===== src/rtl/cpu_control.sv =====
// Control unit for the basic CPU datapath: fetches a 9-bit instruction in T0 and
// sequences mv / mvi / add / sub through up to three execute steps (T1..T3).
module cpu_control #(
  parameter int word = 16
) (
  input  logic            Clock,
  input  logic            Resetn,
  input  logic            Run,
  input  logic [word-1:0] DIN,
  output logic [9:0]      select,
  output logic [7:0]      Rin,
  output logic            Ain,
  output logic            Gin,
  output logic            AddSub,
  output logic            Done,
  output logic [8:0]      IR
);

  typedef enum logic [1:0] {
    T0 = 2'd0,
    T1 = 2'd1,
    T2 = 2'd2,
    T3 = 2'd3
  } state_t;

  localparam logic [2:0] OP_MV  = 3'b000;
  localparam logic [2:0] OP_MVI = 3'b001;
  localparam logic [2:0] OP_ADD = 3'b010;
  localparam logic [2:0] OP_SUB = 3'b011;

  localparam logic [9:0] SEL_DIN = 10'b00_0000_0001;
  localparam logic [9:0] SEL_G   = 10'b00_0000_0010;

  state_t     state_reg;
  state_t     state_next;
  logic [8:0] ir_reg;
  logic [8:0] ir_next;

  logic [2:0] opcode;
  logic [2:0] rx;
  logic [2:0] ry;
  logic [9:0] sel_rx;
  logic [9:0] sel_ry;
  logic [7:0] rin_rx;

  // Bits above the 9-bit instruction field carry no meaning for this unit.
  logic unused_din_hi;
  assign unused_din_hi = ^DIN[word-1:9];

  assign opcode = ir_reg[8:6];
  assign rx     = ir_reg[5:3];
  assign ry     = ir_reg[2:0];
  assign sel_rx = 10'd4 << rx;
  assign sel_ry = 10'd4 << ry;
  assign rin_rx = 8'd1 << rx;
  assign IR     = ir_reg;

  always_ff @(posedge Clock or negedge Resetn) begin
    if (!Resetn) begin
      state_reg <= T0;
      ir_reg    <= 9'd0;
    end else begin
      state_reg <= state_next;
      ir_reg    <= ir_next;
    end
  end

  always_comb begin
    state_next = state_reg;
    ir_next    = ir_reg;
    select     = 10'd0;
    Rin        = 8'd0;
    Ain        = 1'b0;
    Gin        = 1'b0;
    AddSub     = 1'b0;
    Done       = 1'b0;

    unique case (state_reg)
      T0: begin
        if (Run) begin
          ir_next    = DIN[8:0];
          state_next = T1;
        end
      end

      T1: begin
        state_next = T0;
        case (opcode)
          OP_MV: begin
            select = sel_ry;
            Rin    = rin_rx;
            Done   = 1'b1;
          end
          OP_MVI: begin
            select = SEL_DIN;
            Rin    = rin_rx;
            Done   = 1'b1;
          end
          OP_ADD, OP_SUB: begin
            select     = sel_rx;
            Ain        = 1'b1;
            state_next = T2;
          end
          // Reserved opcodes complete as a one-step NOP.
          default: Done = 1'b1;
        endcase
      end

      T2: begin
        select     = sel_ry;
        Gin        = 1'b1;
        AddSub     = (opcode == OP_SUB);
        state_next = T3;
      end

      T3: begin
        select     = SEL_G;
        Rin        = rin_rx;
        Done       = 1'b1;
        state_next = T0;
      end

      default: state_next = T0;
    endcase
  end

endmodule


===== config.mk =====
export PLATFORM = sky130hd
export DESIGN_NAME = cpu_control
export DESIGN_NICKNAME = d
export VERILOG_FILES = /design/src/rtl/cpu_control.sv
export SDC_FILE = /design/constraint.sdc
export NUM_CORES = 1
export LEC_CHECK = 0
export ABC_AREA = 1
export BUFFER_PORTS_ARGS = -buffer_cell sky130_fd_sc_hd__buf_4
export CAP_MARGIN = 5
export CELL_PAD_IN_SITES_DETAIL_PLACEMENT = 1
export CELL_PAD_IN_SITES_GLOBAL_PLACEMENT = 1
export CORE_MARGIN = 2
export CORE_UTILIZATION = 24
export DETAILED_ROUTE_END_ITERATION = 7
export PLACE_DENSITY_LB_ADDON = 0.1
export SYNTH_ARGS = -nofsm -noshare
export SYNTH_HDL_FRONTEND = slang
export SYNTH_SLANG_ARGS = --single-unit

===== constraint.sdc =====
create_clock -name Clock -period 1.2 [get_ports Clock]
set_clock_uncertainty 0.15 [all_clocks]
set_input_delay 0.18 -clock Clock [delete_from_list [all_inputs] [get_ports Clock]]
set_output_delay 0.18 -clock Clock [all_outputs]
set_load 0.01 [all_outputs]

After elaboration in Yosys (flattened, before gate mapping). Index checks and enable logic that the tools add are counted.

Multiplexer cells: 13. Divide/modulo/power cells: 0. Order comparisons: 0. Equality and inequality tests: 7. Reductions and logical operators: 5. $mul: 0. Shift operators: 3. Add/sub/neg operators: 0. Bitwise operators: 0.

Operators with widths (count): $pmux W10 S3 (2); $shl A3 B3 Y10 const A (2); $pmux W8 S2 (1); $mux W8 (1); $pmux W2 S4 (1); $shl A1 B3 Y8 const A (1); $eq A3 B2 Y1 const B (2); $mux W1 (5); $eq A2 B2 Y1 const B (2); $mux W2 (2); $reduce_or A2 Y1 (2); $eq A3 B1 Y1 const B (1); $logic_not A3 Y1 (1); $eq A2 B1 Y1 const B (1); $logic_not A2 Y1 (1); $ne A2 B2 Y1 const B (1); $pmux W1 S2 (1); $reduce_and A2 Y1 (1).

Register bits after elaboration: 11. Input bits: 19. Bits in writable memories: 0. Memories: 0. Memory bits (read-only): 0. Bits in latches: 0.

Longest topological paths before layout. Gate-level depths: netlist of run 1.

Word-level depth: 4. Mapped depth: 7. Depth with buffers taken out: 7.

Least setup slack after synthesis of run 1. No wires, ideal clock.

Path kind: register -> output. Start: reg ir_reg[8] (netlist: IR[8]). End: out select[9]. Arrival time: 1078 ps. Cell stages (with the launch flop): 6. Buffers on the path: 0. Data required time: 870 ps. Setup slack: -208 ps. Cell sequence: dfrtp_1 inv_1 nand2_1 nor2_1 nand4_1 nand2_1.

Cells in the longest elaborated chain, start to end: 4. Elaborated cells on any way between the ends: 7.

RTL lines: start, declared (RTL line 36) `logic [8:0] ir_reg;`; start signal, assigned (RTL line 64) `ir_reg <= ir_next;`; $eq A3 B2 Y1 (RTL line 88) `case (opcode)`; $reduce_or A2 Y1 (RTL line 88); $pmux W10 S3 (*) (RTL line 88); $pmux W10 S3 (*) (RTL line 78) `unique case (state_reg)`; end, declared (RTL line 10) `output logic [9:0] select,`.

Every way passes the cells marked *; elsewhere a longest branch is shown, timed or not.

Worst setup path in the final report of run 1.
Start: reg ir_reg[8] (netlist: IR[8]). End: out Rin[3].

Cells in the longest elaborated chain, start to end: 4. Elaborated cells on any way between the ends: 5.

RTL lines: $eq A3 B1 Y1 / $logic_not A3 Y1 (equally long branches) (RTL line 88); $reduce_or A2 Y1 (no line) (*); $mux W8 (*) (RTL line 88); $pmux W8 S2 (*) (RTL line 78); end, declared (RTL line 11) `output logic [7:0] Rin,`.

Marked as above.

==> flow_metrics.py, run 1 <==
metrics = {
    "placement": {
        "hpwl_um": 2530,
        "place_congestion": 0.721,
        "post-place-cells": 252,
        "dpl_cell_area_mm2": 0.00146,
        "pre_cts_slack_ps": -299,
        "numPortBuffers": 42,
    },
    "route": {
        "wl_um": 4230,
        "remaining_drc_errors": 0,
        "drtAntennaViolNets": 0,
        "firstDrtPassIters": 4,
        "num_vias": 1260,
        "wl_per_cell_um": 15.6,
        "drt-initial-drc-count": 48,
        "viasPerCell": 4.65,
    },
    "cts": {
        "cts_root_buf": "clkbuf_4",
        "htreeDepth": 1,
        "path_clk_slew_ps": 80,
        "clk_path_buf_depth": 2,
        "cts_buffers": 3,
        "clock_sinks": 11,
        "worstSkewPairLatency_ps": 300,
        "cts_tree": "done",
    },
    "final_layout": {
        "fin_util_pct": 59.7,
        "n_fill_cell": 397,
        "register_area_um2": 285,
        "final_cells": 271,
        "area_growth_pct": 143,
        "diodes": 0,
        "largest_reg_flops": 9,
        "final_area_mm2": 0.00196,
        "fin_nets": 245,
        "multi_input_area_um2": 731,
        "drive_gt1_share_pct": 68.4,
    },
    "sta": {
        "finalHoldViolCount": 1,
        "finalWorstSetupSlack_ps": -566,
        "rsz0062_at_grt": "yes",
        "tightest_slew_ps": 323,
        "fin_crit_sh_pct": 147,
        "max_freq_mhz": 566,
        "post-route-min-period_ps": 1770,
        "fin_setup_tns_ps": -13390,
        "hold_slack_ps": -4.47,
        "slew_viol_final": 0,
        "slew_headroom_pct": 78.4,
        "finalSetupViolations": 40,
    },
    "pwr": {
        "p_sw_share_pct": 47.7,
        "p_int_mw": 2.40,
        "vdd_drop_max_v": 0.00120,
        "p_clk_share_pct": 6.1,
        "powerDensity_mw_per_mm2": 2330,
        "power_frac_comb_pct": 75.6,
        "p_switching_mw": 2.18,
        "p_seq_share_pct": 18.3,
        "power_leakage_nw": 0.964,
    },
    "grt": {
        "track_usage_pct": 21.7,
        "grt_max_degree": 12,
        "grt_first_pass_wirelength_um": 5970,
        "overflow": 0,
        "grt_pass1_vias": 1241,
        "grt_antenna_before_repair": 0,
    },
    "synth": {
        "synth-warning-count": 0,
        "ys_seq_area_share_pct": 34.1,
        "synthesis.nets": 153,
        "syn-cell-area_um2": 808,
        "yosysUniqueCellTypes": 18,
        "avgSynthCellArea_um2": 6.03,
        "synthCells": 134,
        "yosys_register_bits": 11,
    },
    "die": {
        "die_h_um": 62.0,
        "fp-row-count": 21,
        "pin_count": 50,
        "core-area_mm2": 0.00328,
        "die_area_mm2": 0.00385,
        "initial_core_util_pct": 24.6,
        "dieWidth_um": 62.0,
    },
    "worst_setup_path": {
        "timing.critical_path.cells": "nor2_4 -> buf_6 -> o21ai_4 -> nor3_2 -> buf_4",
        "worstSetupPathType": "reg2out",
        "endpoint_kind": "output pin",
        "cp_slowest_stage_delay_ps": 450,
        "worstPathArrival_ps": 1440,
        "crit_path_max_fanout": 8,
        "cp_slowest_cell": "dfrtp_2",
        "cp.required_ps": 870,
        "start_kind": "flop",
    },
    "status": {
        "violations": "negative hold slack, negative setup slack",
        "status": "finished, violations left",
    },
    "flow_run": {
        "cap_violations": 0,
    },
    "hold_path": {
        "hp-class": "in2reg",
    },
}
-- layout make-up --
type / instances / area share, %
timing repair buffer: 86 / 39.8
inverter: 16 / 4.08
tap: 46 / 2.93
multi-input combinational: 108 / 37.2
clock buffer: 3 / 1.15
sequential: 11 / 14.5
clock inverter: 1 / 0.255
-- power by group through the flow --
| stage | Clock (mW) | Sequential (mW) | Combinational, mW |
|---|---|---|---|
| after floorplan | 0 | 0.805 | 0.946 |
| after global placement | 0 | 0.741 | 2.28 |
| after detailed placement | 0 | 0.756 | 2.34 |
| after CTS | 0.267 | 0.807 | 2.91 |
| after global routing | 0.295 | 0.866 | 3.68 |
| final | 0.277 | 0.840 | 3.46 |
-- synth_stat cells --
cell     instances  area [um^2]
nand2_1         49          184
nor2_1          26         97.6
inv_1           15         56.3
dfrtp_1         11          275
nand3_1          7         35.0
a21oi_1          6         30.0
nor3_1           4         20.0
o21ai_0          4         20.0
a21oi_2          2         17.5
o21ai_1          2         10.0
buf_2            1         5.00
buf_6            1         11.3
inv_2            1         3.75
nand2_2          1         6.26
nand3_4          1         17.5
nand4_1          1         6.26
nor4_1           1         6.26
or2_0            1         6.26
-- final timing paths --
kind	from	end	slack (ps)	depth (start not counted)
max in group asynchronous	Resetn	IR[2]	620	2
setup reg to reg	state_reg[0]	IR[4]	-160	5
hold reg to reg	IR[7]	IR[7]	540	3
min in group asynchronous	Resetn	IR[3]	100	2
hold / removal	DIN[2]	IR[2]	-4	3
setup / recovery	IR[8]	Rin[3]	-570	5
-- what timing repair did --
| action | in CTS | in global routing |
|---|---|---|
| pin swaps | 7 | 13 |
| hold buffers | 3 | 0 |
| endpoints found under the setup margin | 40 | 41 |
| hold endpoints to repair | 13 | 0 |
| resized for setup | 51 | 44 |
| gates cloned | 3 | 0 |
| buffers inserted | 5 | 6 |
-- worst max-delay path, delay by kind of cell, from the launching register on --
family	cells	cell delay, ps
compound gates	1	90
flops	1	450
buf+inv	2	270
simple gates	2	320
-- routing by layer --
metal  share of wire, %  up-vias  track usage (%)  wire length [um]
li1                   -      604                -                 -
met1                 41      613             26.5              1740
met2                 53       32             39.4              2260
met3                3.2       11             2.28               137
met4                2.2        0             6.99                92
met5                  0        -                0                 0
-- cell families after synthesis --
family	after synthesis	synth area share, %
compound gates	14	9.60
buf+inv	18	9.44
flops	11	34.1
simple gates	91	46.9
-- cells in the final DEF (no fill, tap or decap), drive strengths merged --
cell type / instances
a21oi: 8
buf: 83
o21ai: 6
nand2: 50
inv: 16
dfrtp: 11
nand4: 1
nor3: 4
nand3: 11
dlygate4sd3: 3
clkinv: 1
nor2: 26
clkbuf: 3
or2: 1
nor4: 1
-- per-stage QoR --
stage | hold WS [ps] | power [mW]
floorplan | -266 | 1.75
global placement | -126 | 3.02
detailed placement | -125 | 3.09
CTS | 5.54 | 3.98
global route | 10.8 | 4.85
finish | -4.47 | 4.58
Note: power is estimated with default switching activity, not from simulation.
==> run 2, diff against run 1 <==
==> constraint.sdc (replaced) <==
create_clock -name Clock -period 1.6 [get_ports Clock]
set_clock_uncertainty 0.15 [all_clocks]
set_input_delay 0.24 -clock Clock [delete_from_list [all_inputs] [get_ports Clock]]
set_output_delay 0.24 -clock Clock [all_outputs]
set_load 0.01 [all_outputs]
==> run 2 against run 1 <==
Effect of this change: combinational power fell by 48%; worst setup slack improved by 390 ps; count of clock-buffer cells in the layout rose by 1; the flow finishes with violations (negative setup slack); critical path depth rose by 3; largest power group unchanged; non-clock buffer count fell by 21; critical path type unchanged; design area fell by 22%; wire length fell by 27%; via count fell by 14%.
==> flow_metrics.py, run 2 (synthesis gave the netlist of run 1 again) <==
metrics = {
    "pwr": {
        "power_frac_comb_pct": 68.9,
        "p_sw_share_pct": 49.1,
        "powerDensity_mw_per_mm2": 1710,
        "p_clk_share_pct": 7.4,
        "power_leakage_nw": 0.800,
        "vdd_drop_max_v": 0.000837,
        "p_int_mw": 1.33,
        "p_seq_share_pct": 23.7,
        "design_power_total_mw": 2.61,
        "p_switching_mw": 1.28,
    },
    "grt": {
        "grt_antenna_before_repair": 0,
        "grt_first_pass_wirelength_um": 4820,
        "grt_max_degree": 19,
        "track_usage_pct": 17.4,
        "grt_pass1_vias": 1023,
        "overflow": 0,
    },
    "die": {
        "initial_core_util_pct": 24.6,
        "dieWidth_um": 62.0,
        "core-area_mm2": 0.00328,
        "fp-row-count": 21,
        "die_h_um": 62.0,
        "pin_count": 50,
        "die_area_mm2": 0.00385,
    },
    "worst_setup_path": {
        "cp.required_ps": 1210,
        "start_kind": "flop",
        "worstPathArrival_ps": 1390,
        "r2r_start": "state_reg[0]",
        "critPathLaunch": "IR[7]",
        "worstSetupPathType": "reg2out",
        "endpoint_kind": "output pin",
        "crit_path_max_fanout": 7,
        "reg2regPathDepth": 5,
    },
    "route": {
        "wl_per_cell_um": 12.6,
        "remaining_drc_errors": 0,
        "wl_um": 3100,
        "num_vias": 1081,
        "drt-initial-drc-count": 17,
        "firstDrtPassIters": 4,
        "drtAntennaViolNets": 0,
        "viasPerCell": 4.38,
    },
    "sta": {
        "slew_viol_final": 0,
        "fin_crit_sh_pct": 111,
        "tightest_slew_ps": 243,
        "rsz0062_at_grt": "yes",
        "hold_slack_ps": 54.6,
        "finalWorstSetupSlack_ps": -177,
        "finalHoldViolCount": 0,
        "post-route-min-period_ps": 1780,
        "finalSetupViolations": 20,
        "max_freq_mhz": 563,
        "slew_headroom_pct": 83.7,
    },
    "cts": {
        "path_clk_slew_ps": 70,
        "clock_sinks": 11,
        "cts_tree": "done",
        "clk_path_buf_depth": 2,
        "htreeDepth": 1,
        "cts_buffers": 3,
        "worstSkewPairLatency_ps": 270,
        "cts_root_buf": "clkbuf_4",
    },
    "placement": {
        "pre_cts_slack_ps": -35.0,
        "numPortBuffers": 42,
        "place_congestion": 0.838,
        "hpwl_um": 2260,
        "post-place-cells": 230,
    },
    "hold_path": {
        "hp-class": "in2reg",
        "hold_depth": 3,
        "hold_path_startpoint": "DIN[7]",
    },
    "status": {
        "violations": "negative setup slack",
        "status": "finished, violations left",
    },
    "final_layout": {
        "final_cells": 247,
        "area_growth_pct": 88.2,
        "drive_gt1_share_pct": 54.2,
        "largest_reg_flops": 9,
        "final_cell_mix": "59 x buf_4, 43 x nand2_1, 17 x nor2_1",
        "diodes": 0,
        "final_common_cell": "buf_4",
        "fin_nets": 221,
    },
    "flow_run": {
        "cap_violations": 0,
    },
}
[run 2: changes by cell type in the layout (fill, tap and decap cells not counted), moves of 4 or more]
cell	previous run	this run
nand2_1	34	43
nor2_4	9	4
nor2_1	9	17
inv_2	5	9
nand2_2	11	3
buf_4	50	59
buf_6	32	5
[run 2: cell type report]
cell class | count | area [um^2]
timing repair buffer | 65 | 509
tap | 46 | 57.6
fill | 425 | 1760
multi-input combinational | 105 | 578
clock buffer | 4 | 26.3
inverter | 16 | 67.6
sequential | 11 | 283
[run 2: final timing paths]
check	end	slack, ps
worst max-delay path	select[4]	-180
max in group asynchronous	IR[3]	940
worst min register to register	IR[1]	450
worst min-delay path	IR[7]	50
worst max register to register	IR[6]	240
min in group asynchronous	IR[1]	190
[run 2: what timing repair did]
action,4_1_cts,5_1_grt
endpoints found under the hold margin,11,0
resized for setup,35,23
cloned,0,0
endpoints found under the setup margin,21,21
hold buffers,1,0
pin swaps,4,3
setup buffers,6,6
[run 2: per-stage QoR]
| stage | instance area [um^2] | TNS (ps) | utilization [%] |
|---|---|---|---|
| after floorplan | 808 | 0 | - |
| after global placement | 1240 | 0 | 37.8 |
| after detailed placement | 1240 | -158 | 37.8 |
| after CTS | 1400 | -2460 | 42.7 |
| after global routing | 1520 | -3870 | 46.3 |
| final | 1520 | -2390 | 46.3 |
[run 2: routing by layer]
metal | track usage, % | up-vias | share of wire (%)
li1 | - | 551 | -
met4 | 6.38 | 0 | 0.71
met5 | 0 | - | 0
met1 | 21.6 | 506 | 40
met2 | 30.7 | 22 | 55
met3 | 2.07 | 2 | 4.5
[run 2: worst max-delay path, stage by stage, from the launching register on]
cell	delay, ps
dfrtp_2	440
buf_4	170
nand2_8	80
inv_6	50
nand3_1	80
nand2_1	70
nand2_1	50
nand2_1	40
buf_4	130
[run 2: power by group through the flow]
stage / combinational [mW] / clock [mW] / sequential (mW)
after CTS: 1.54 / 0.199 / 0.596
after floorplan: 0.630 / 0 / 0.579
after detailed placement: 1.29 / 0 / 0.560
final: 1.80 / 0.193 / 0.618
after global placement: 1.26 / 0 / 0.554
after global routing: 1.97 / 0.219 / 0.635
